==> src/rtl/alu_seq_pkg.sv <==
// rtl/alu_seq_pkg.sv - opcodes, FSM states and instruction record for the ALU op sequencer
package alu_seq_pkg;

    localparam logic [3:0] OP_NOOP  = 4'b0000;
    localparam logic [3:0] OP_RESET = 4'b0001;
    localparam logic [3:0] OP_ADD   = 4'b0101;
    localparam logic [3:0] OP_AND   = 4'b1001;

    // Default field widths of an instruction record
    localparam int SEQ_W     = 2;
    localparam int SEQ_RPT_W = 2;

    typedef enum logic [1:0] {
        ST_INIT   = 2'd0,
        ST_IDLE   = 2'd1,
        ST_RUN    = 2'd2,
        ST_HALTED = 2'd3
    } seq_state_t;

    typedef struct packed {
        logic [3:0]           opcode;
        logic [SEQ_W-1:0]     operand;
        logic [SEQ_RPT_W-1:0] rpt;
    } instr_t;

    // True for the four opcodes the ALU actually implements
    function automatic logic is_legal(input logic [3:0] op);
        return (op == OP_NOOP) || (op == OP_RESET) || (op == OP_ADD) || (op == OP_AND);
    endfunction

endpackage

==> src/rtl/seq_fifo.sv <==
// rtl/seq_fifo.sv - synchronous instruction FIFO with full/empty/occupancy
module seq_fifo
    import alu_seq_pkg::*;
#(
    parameter int DEPTH = 4,
    parameter int DW    = $bits(instr_t)
) (
    input  logic                   clk,
    input  logic                   rst,
    input  logic                   s_tvalid,
    input  logic [DW-1:0]          s_tdata,
    input  logic                   m_tready,
    output logic [DW-1:0]          m_tdata,
    output logic                   full,
    output logic                   empty,
    output logic [$clog2(DEPTH):0] count
);

    localparam int AW = $clog2(DEPTH);

    logic [DW-1:0] mem [DEPTH];
    logic [AW:0]   wr_ptr;
    logic [AW:0]   rd_ptr;
    logic          push;
    logic          pop;

    // Pointers carry one extra wrap bit so full and empty are distinguishable
    assign count   = wr_ptr - rd_ptr;
    assign full    = (count == (AW+1)'(DEPTH));
    assign empty   = (wr_ptr == rd_ptr);
    assign push    = s_tvalid & ~full;
    assign pop     = m_tready & ~empty;
    assign m_tdata = mem[rd_ptr[AW-1:0]];

    // Pointer update; a push while full is dropped even if a pop happens too
    always_ff @(posedge clk or negedge rst) begin
        if (!rst) begin
            wr_ptr <= '0;
            rd_ptr <= '0;
        end else begin
            if (push) wr_ptr <= wr_ptr + 1'b1;
            if (pop)  rd_ptr <= rd_ptr + 1'b1;
        end
    end

    // Storage write; contents need no reset because the pointers gate reads
    always_ff @(posedge clk) begin
        if (push) mem[wr_ptr[AW-1:0]] <= s_tdata;
    end

endmodule

==> src/rtl/alu_op_sequencer.sv <==
// rtl/alu_op_sequencer.sv - issues queued instructions to the accumulator ALU; ALU_SEQ_STATS_EN adds stat_issued
module alu_op_sequencer
    import alu_seq_pkg::*;
#(
    parameter int DEPTH = 4,
    parameter int W     = SEQ_W,
    parameter int RPT_W = SEQ_RPT_W
) (
    input  logic                   clk,
    input  logic                   rst,
    input  logic                   in_valid,
    output logic                   in_ready,
    input  logic [3:0]             in_opcode,
    input  logic [W-1:0]           in_operand,
    input  logic [RPT_W-1:0]       in_repeat,
    input  logic                   start,
    input  logic                   halt,
    output logic [3:0]             alu_opcode,
    output logic [W-1:0]           alu_operand,
    output logic                   busy,
    output logic                   done,
    output logic [$clog2(DEPTH):0] count,
    output logic                   err_illegal
`ifdef ALU_SEQ_STATS_EN
    ,
    output logic [15:0]            stat_issued
`endif
);

    typedef struct packed {
        logic [3:0]       opcode;
        logic [W-1:0]     operand;
        logic [RPT_W-1:0] rpt;
    } entry_t;

    seq_state_t       state;
    entry_t           push_d;
    entry_t           head;
    logic             full;
    logic             empty;
    logic             pop;
    logic             run_go;
    logic [3:0]       head_issue;
    logic [3:0]       cur_opcode;
    logic [W-1:0]     cur_operand;
    logic [RPT_W-1:0] rem;

    assign push_d   = '{opcode: in_opcode, operand: in_operand, rpt: in_repeat};
    assign in_ready = ~full;
    assign busy     = (state == ST_RUN) || (state == ST_HALTED);

    // Issue step happens in RUN without halt, or on the edge that resumes from HALTED
    assign run_go     = ~halt && ((state == ST_RUN) || ((state == ST_HALTED) && start));
    assign pop        = run_go && (rem == '0) && ~empty;
    assign head_issue = is_legal(head.opcode) ? head.opcode : OP_NOOP;

    seq_fifo #(
        .DEPTH (DEPTH),
        .DW    ($bits(entry_t))
    ) u_fifo (
        .clk      (clk),
        .rst      (rst),
        .s_tvalid (in_valid),
        .s_tdata  (push_d),
        .m_tready (pop),
        .m_tdata  (head),
        .full     (full),
        .empty    (empty),
        .count    (count)
    );

    // Sequencer FSM and registered ALU drive
    always_ff @(posedge clk or negedge rst) begin
        if (!rst) begin
            state       <= ST_INIT;
            alu_opcode  <= OP_NOOP;
            alu_operand <= '0;
            done        <= 1'b0;
            err_illegal <= 1'b0;
            rem         <= '0;
            cur_opcode  <= OP_NOOP;
            cur_operand <= '0;
        end else begin
            done <= 1'b0;
            case (state)
                ST_INIT: begin
                    alu_opcode  <= OP_RESET;
                    alu_operand <= '0;
                    state       <= ST_IDLE;
                end
                ST_IDLE: begin
                    alu_opcode  <= OP_NOOP;
                    alu_operand <= '0;
                    if (start) state <= ST_RUN;
                end
                default: begin
                    if (!run_go) begin
                        alu_opcode  <= OP_NOOP;
                        alu_operand <= '0;
                        state       <= ST_HALTED;
                    end else if (rem != '0) begin
                        alu_opcode  <= cur_opcode;
                        alu_operand <= cur_operand;
                        rem         <= rem - RPT_W'(1);
                        state       <= ST_RUN;
                    end else if (!empty) begin
                        alu_opcode  <= head_issue;
                        alu_operand <= head.operand;
                        cur_opcode  <= head_issue;
                        cur_operand <= head.operand;
                        rem         <= head.rpt;
                        state       <= ST_RUN;
                        if (!is_legal(head.opcode)) err_illegal <= 1'b1;
                    end else begin
                        alu_opcode  <= OP_NOOP;
                        alu_operand <= '0;
                        done        <= 1'b1;
                        state       <= ST_IDLE;
                    end
                end
            endcase
        end
    end

`ifdef ALU_SEQ_STATS_EN
    logic issue_live;

    // Edges that will register a non-NOOP opcode onto alu_opcode
    assign issue_live = (state == ST_INIT) ||
                        (run_go && (rem != '0) && (cur_opcode != OP_NOOP)) ||
                        (pop && (head_issue != OP_NOOP));

    // Saturating count of non-NOOP issue cycles
    always_ff @(posedge clk or negedge rst) begin
        if (!rst) begin
            stat_issued <= '0;
        end else if (issue_live && (stat_issued != 16'hFFFF)) begin
            stat_issued <= stat_issued + 16'd1;
        end
    end
`endif

endmodule

==> config.mk <==
export PLATFORM = sky130hd
export DESIGN_NAME = alu_op_sequencer
export DESIGN_NICKNAME = d
export VERILOG_FILES = /design/src/rtl/alu_seq_pkg.sv /design/src/rtl/seq_fifo.sv /design/src/rtl/alu_op_sequencer.sv
export SDC_FILE = /design/constraint.sdc
export NUM_CORES = 1
export LEC_CHECK = 0
export BUFFER_PORTS_ARGS = -buffer_cell sky130_fd_sc_hd__buf_2
export CAP_MARGIN = 25
export CELL_PAD_IN_SITES_DETAIL_PLACEMENT = 0
export CELL_PAD_IN_SITES_GLOBAL_PLACEMENT = 1
export CORE_MARGIN = 3
export CORE_UTILIZATION = 40
export DETAILED_ROUTE_END_ITERATION = 10
export HOLD_SLACK_MARGIN = 0.08
export PLACE_DENSITY_LB_ADDON = 0.2
export SYNTH_ARGS = -nofsm -noshare
export SYNTH_HDL_FRONTEND = slang
export SYNTH_SLANG_ARGS = --single-unit
==> constraint.sdc <==
create_clock -name clk -period 2 [get_ports clk]
set_input_delay 0.1 -clock clk [delete_from_list [all_inputs] [get_ports clk]]
set_output_delay 0.1 -clock clk [all_outputs]
set_load 0.02 [all_outputs]
## Word-level counts from Yosys, hierarchy flattened

Memories as Yosys holds them, arrays and structs flattened.
Index checks and enable logic that the tools add are counted.

| storage, ports and cells | value |
|---|---|
| memories kept | 1 |
| output and inout port bits | 13 |
| bits of input ports | 13 |
| register bits after elaboration | 24 |
| memory bits (writable) | 32 |
| bits in read-only memories | 0 |
| bits in latches | 0 |
| word-level logic and storage cells | 72 |

| cells by class | value |
|---|---|
| reductions and logical operators | 17 |
| shift operators | 0 |
| $mul | 0 |
| magnitude comparators | 0 |
| div/mod/pow operators | 0 |
| add/sub/neg operators | 4 |
| eq/ne operators | 10 |
| mux-type cells | 22 |
| bitwise gates (word level) | 8 |

Memories:

| name | depth | width | rd ports | clocked after memory_dff | wr ports | line | text |
|---|---|---|---|---|---|---|---|
| u_fifo.mem | 4 | 8 | 1 | 0 | 1 | seq_fifo.sv:21 | `logic [DW-1:0] mem [DEPTH];` |

Operators with widths:

| cell | number |
|---|---|
| two-way mux 2 bit | 10 |
| two-way mux 4 bit | 4 |
| one-hot mux 4 bit (2 select lines) | 1 |
| adder 3 x 1 -> 3 bit, second input constant | 2 |
| two-way mux 1 bit | 6 |
| inverter 1 bit | 6 |
| logical OR 1 bit | 5 |
| AND reduction 5 bit | 1 |
| equality test 2 bit, second input constant | 2 |
| equality test 4 x 1 -> 1 bit, second input constant | 1 |
| equality test 4 x 3 -> 1 bit, second input constant | 1 |
| equality test 4 bit, second input constant | 1 |
| logical AND 1 bit | 4 |
| logical NOT 2 bit | 2 |
| logical NOT 4 bit | 1 |
| one-hot mux 2 bit (2 select lines) | 1 |
| AND reduction 4 bit | 1 |
| equality test 3 bit | 1 |
| equality test 3 bit, second input constant | 1 |
| AND reduction 3 bit | 1 |
| subtractor 3 bit | 1 |
| bitwise AND 1 bit | 2 |
| equality test 2 x 1 -> 1 bit, second input constant | 1 |
| != test 2 x 1 -> 1 bit, second input constant | 1 |
| 4 further kinds | 4 |

## Depth between registers and ports, before layout

An unclocked memory read counts as a cell.

| depth | value |
|---|---|
| depth after elaboration | 10 |
| mapped depth | 7 |
| mapped depth without buffers | 7 |

## Cells and area by module

A second synthesis with hierarchy kept.

| unflattened totals | value |
|---|---|
| cell total of the unflattened synthesis | 160 |
| area total of the unflattened synthesis | 2441.1 um2 |

By module, submodules not included:

| module | instances | area an instance (um2) | seq. area each (um2) | cells an instance |
|---|---|---|---|---|
| seq_fifo | 1 | 1630.3 | 1111.1 | 88 |
| alu_op_sequencer | 1 | 810.8 | 450.4 | 72 |

## Least setup slack after synthesis

OpenSTA, ideal clock, no wires.

| timing path | value |
|---|---|
| path type | register to register |
| start | register u_fifo.wr_ptr[0] |
| end | memory u_fifo.mem[0][0] in the netlist's numbering, enable pin |
| stages on the path, launching flop included | 7 |
| setup slack | -0.238 ns |
| arrival | 1.906 ns |
| setup time | 0.332 ns |
| period minus slack after synthesis | 2.238 ns |
| buffers on the path | 0 |
| required time | 1.668 ns |
| cells stage by stage | dfrtp_1 inv_1 ha_1 fa_1 xor3_1 a31oi_4 and2_1 |

| on the way | value |
|---|---|
| cells in the longest elaborated chain, start to end | 6 |

Ends and longest elaborated chain:

| what | line | text |
|---|---|---|
| start, declared | seq_fifo.sv:22 | `logic [AW:0] wr_ptr;` |
| start signal, assigned | seq_fifo.sv:41 | `if (push) wr_ptr <= wr_ptr + 1'b1;` |
| subtractor 3 bit | seq_fifo.sv:28 | `assign count = wr_ptr - rd_ptr;` |
| net count[2] | alu_op_sequencer.sv:22 | `output logic [$clog2(DEPTH):0] count,` |
| equality test 3 bit | seq_fifo.sv:29 | `assign full = (count == (AW+1)'(DEPTH));` |
| inverter 1 bit | seq_fifo.sv:31 | `assign push = s_tvalid & ~full;` |
| bitwise AND 1 bit | seq_fifo.sv:31 |  |
| two-way mux 1 bit | seq_fifo.sv:48 | `if (push) mem[wr_ptr[AW-1:0]] <= s_tdata;` |
| two-way mux 1 bit (not written as such) | seq_fifo.sv:48 |  |
| end, declared | seq_fifo.sv:21 |  |

The timed path passes the listed nets, and every way through them passes these cells.

## Final worst setup path

| timing path | value |
|---|---|
| start | register u_fifo.rd_ptr[0] |
| end | memory u_fifo.mem[3][0] in the netlist's numbering, enable pin |

| on the way | value |
|---|---|
| cells in the longest elaborated chain, start to end | 6 |

Ends and longest elaborated chain:

| what | line | text |
|---|---|---|
| start, declared | seq_fifo.sv:23 | `logic [AW:0] rd_ptr;` |
| start signal, assigned | seq_fifo.sv:42 | `if (pop) rd_ptr <= rd_ptr + 1'b1;` |
| subtractor 3 bit | seq_fifo.sv:28 |  |
| equality test 3 bit | seq_fifo.sv:29 |  |
| inverter 1 bit | seq_fifo.sv:31 |  |
| bitwise AND 1 bit | seq_fifo.sv:31 |  |
| two-way mux 1 bit | seq_fifo.sv:48 |  |
| two-way mux 1 bit (not written as such) | seq_fifo.sv:48 |  |

No other way between the ends.

==> metrics <==
status=finished, final reports clean; antenna diode count=0; Worst setup EP type=register; post-synthesis average cell area=16.4 µm²; RSZ-0062 raised after global routing=true; Setup-failing EPs final=0; layout cells sized above 1=0.348; Netlist cell types=40; Placed Cells=248; Syn. warnings=0; global-route wire length before repair=7.02 mm; final RePlAce weighted congestion=0.774; FFs w/ async S/R, synth=0.429; final routed DRC violation total=0; multiplexer share of the synthesized area=0.0952; total wire length=4.35 mm; synth top area cells=edfxtp_1, dfrtp_1, mux4_1, mux4_2, ha_1; area delta synth->final=20.8%; clk_lat worst skew=320 ps; crit path DAT=2010 ps; largest net degree at the start of global routing=25; DR vias=1312; final max-slew violation count=0; Primary FF master, synth=edfxtp_1; Startpoint Class=register; count leader, synth=edfxtp_1; combinational fraction of design power=0.471; Ports=26; # H-tree levels=2; Sw Ratio=0.378; cell count after synthesis=147; Synth Area in Compound Gates=0.0645; Static Leak=1.24 nW; Vias per Instance=4.86; core area=5680 µm²; Hold Crit Class=in2async; setup ws final=18.0 ps; syn nets=168; PortBufs=25; GRT Resource Usage Total=0.133; Slew @ Worst Pin=536 ps; pre-CTS setup slack=0.903 ps; Post-Synth Adder-Cell Area=0.0447; CTS Root Cell=clkbuf_8; flop2flop setup slack=20 ps; Crit path required time=2030 ps; final net count=218; Hold Fails Final Rpt=0; crit share post-route=0.991; WS Path Type=reg2reg; Worst Path Max Fanout=9; initial antenna violation count=0; P per Cell Area=1580 nW/µm²; chip height=83.6 µm; fmax=0.505 GHz; Internal Power=2.86 mW; Initial DRC Count=50; Finished Core Util=0.512; Synth area leader=edfxtp_1; Inserted Clock Buffers=5; GRT overflow=0; clock sinks=56; Post-CTS Resized=0; Slew HR=0.643; P_sw=1.74 mW; vias in the first global route=1320; sequential element share of the synthesized area=0.649; Placed Area=2680 µm²; number of max-cap violations=0; # rows=27; Post-synth EDFFs=32; Clock power frac=0.144; HPWL after DPL=3.31 mm; Layout Skew=5.94 ps; clock-pin slew on the worst setup and hold paths=100 ps; die area=6980 µm²; xor/xnor share of the synthesized area=0.0281; flop and latch count out of synthesis=56; antenna-violating nets left=0; overall power=4.60 mW; Final min period=1980 ps; Yosys top cell area share=0.399; sequential fraction of design power=0.385; Pre-antenna DRT Iters=4; initial core utilization=0.424; largest family of logic cells by synthesized area=simple AND/OR/NAND/NOR gates; VDD IR max=0.000760 V; wire length per cell=16.1 µm; CTS Buffer Depth=2; Synth top cells by count=edfxtp_1, dfrtp_1, nor2_1; final cell count without fillers=270; Netlist Area Pre-Place=2410 µm²; CTS tree=yes; simple-gate share of the synthesized area=0.0952; chip width=83.6 µm; Final Cell Area=2910 µm²
## critical path, cell delays in order (launching register included)
cell and delay (ps):
dfrtp_1 420, ha_4 170, fa_2 330, xor3_2 270, a31oi_4 230, and2_4 260
## metrics by stage
step,setup TNS [ps],hold slack (ps)
global placement,0,104
global route,-749,338
CTS,0,300
finish,0,284
floorplan,-13.7,-196
detailed placement,0,116
## power groups by stage
stage                     Combinational [mW]  Clock, mW  Sequential [mW]
after floorplan                         1.55          0             1.79
after global placement                  2.09          0             1.79
after detailed placement                2.12          0             1.81
after CTS                               2.16      0.686             1.78
after global routing                    2.37      0.747             1.81
final                                   2.16      0.662             1.77
## final cells by class
cell class / count / area (µm²)
flip-flops and latches: 56 / 1560
well taps: 72 / 90.1
clock buffers: 5 / 68.8
fillers: 482 / 2770
clock inverters: 3 / 28.8
inverters: 7 / 26.3
multi-input cells: 80 / 813
repair buffers: 47 / 318
## state kept, by name (all words and copies together), names as in the netlist
register       count
rem                2
cur_opcode         4
u_fifo.rd_ptr      3
u_fifo.wr_ptr      3
done               1
state              2
err_illegal        1
alu_operand        2
alu_opcode         4
cur_operand        2
u_fifo.mem        32
## layout by cell type, fill, tap and decap left out, types with 6 or more instances in the layout
cell           instances
buf_2                 25
buf_4                 11
dfrtp_1               24
dlygate4sd3_1         11
edfxtp_1              32
ha_1                   6
inv_1                  6
nor2_1                10
## final timing paths
kind	from	endpoint	depth (start not counted)
max in group asynchronous	rst	u_fifo.wr_ptr[2]	2
worst max-delay path	u_fifo.rd_ptr[0]	u_fifo.mem[3][0]	5
worst min-delay path	rst	cur_operand[0]	2
worst min register to register	err_illegal	err_illegal	1
min in group clk	in_valid	u_fifo.wr_ptr[0]	5
worst max register to register	u_fifo.rd_ptr[0]	u_fifo.mem[3][0]	5
## cell families (layout without fill, tap and decap cells)
family / Yosys count / count (layout)
simple gates: 36 / 36
flops: 56 / 56
mux: 11 / 11
buf+inv: 11 / 62
fa+ha+maj: 8 / 8
compound gates: 19 / 19
xor+xnor: 6 / 6
## layer usage
metal / wire length (µm) / global-route usage
met1: 2070 / 0.183
met3: 203 / 0.0365
met5: 0 / 0
met4: 61 / 0.0395
met2: 2010 / 0.206
## timing repair
action	CTS	global route
pin swaps	1	2
setup buffers	1	2
hold buffers	11	0
endpoints found under the setup margin	12	32
endpoints found under the hold margin	58	0
No activity file was read; power rests on OpenSTA's default activity.
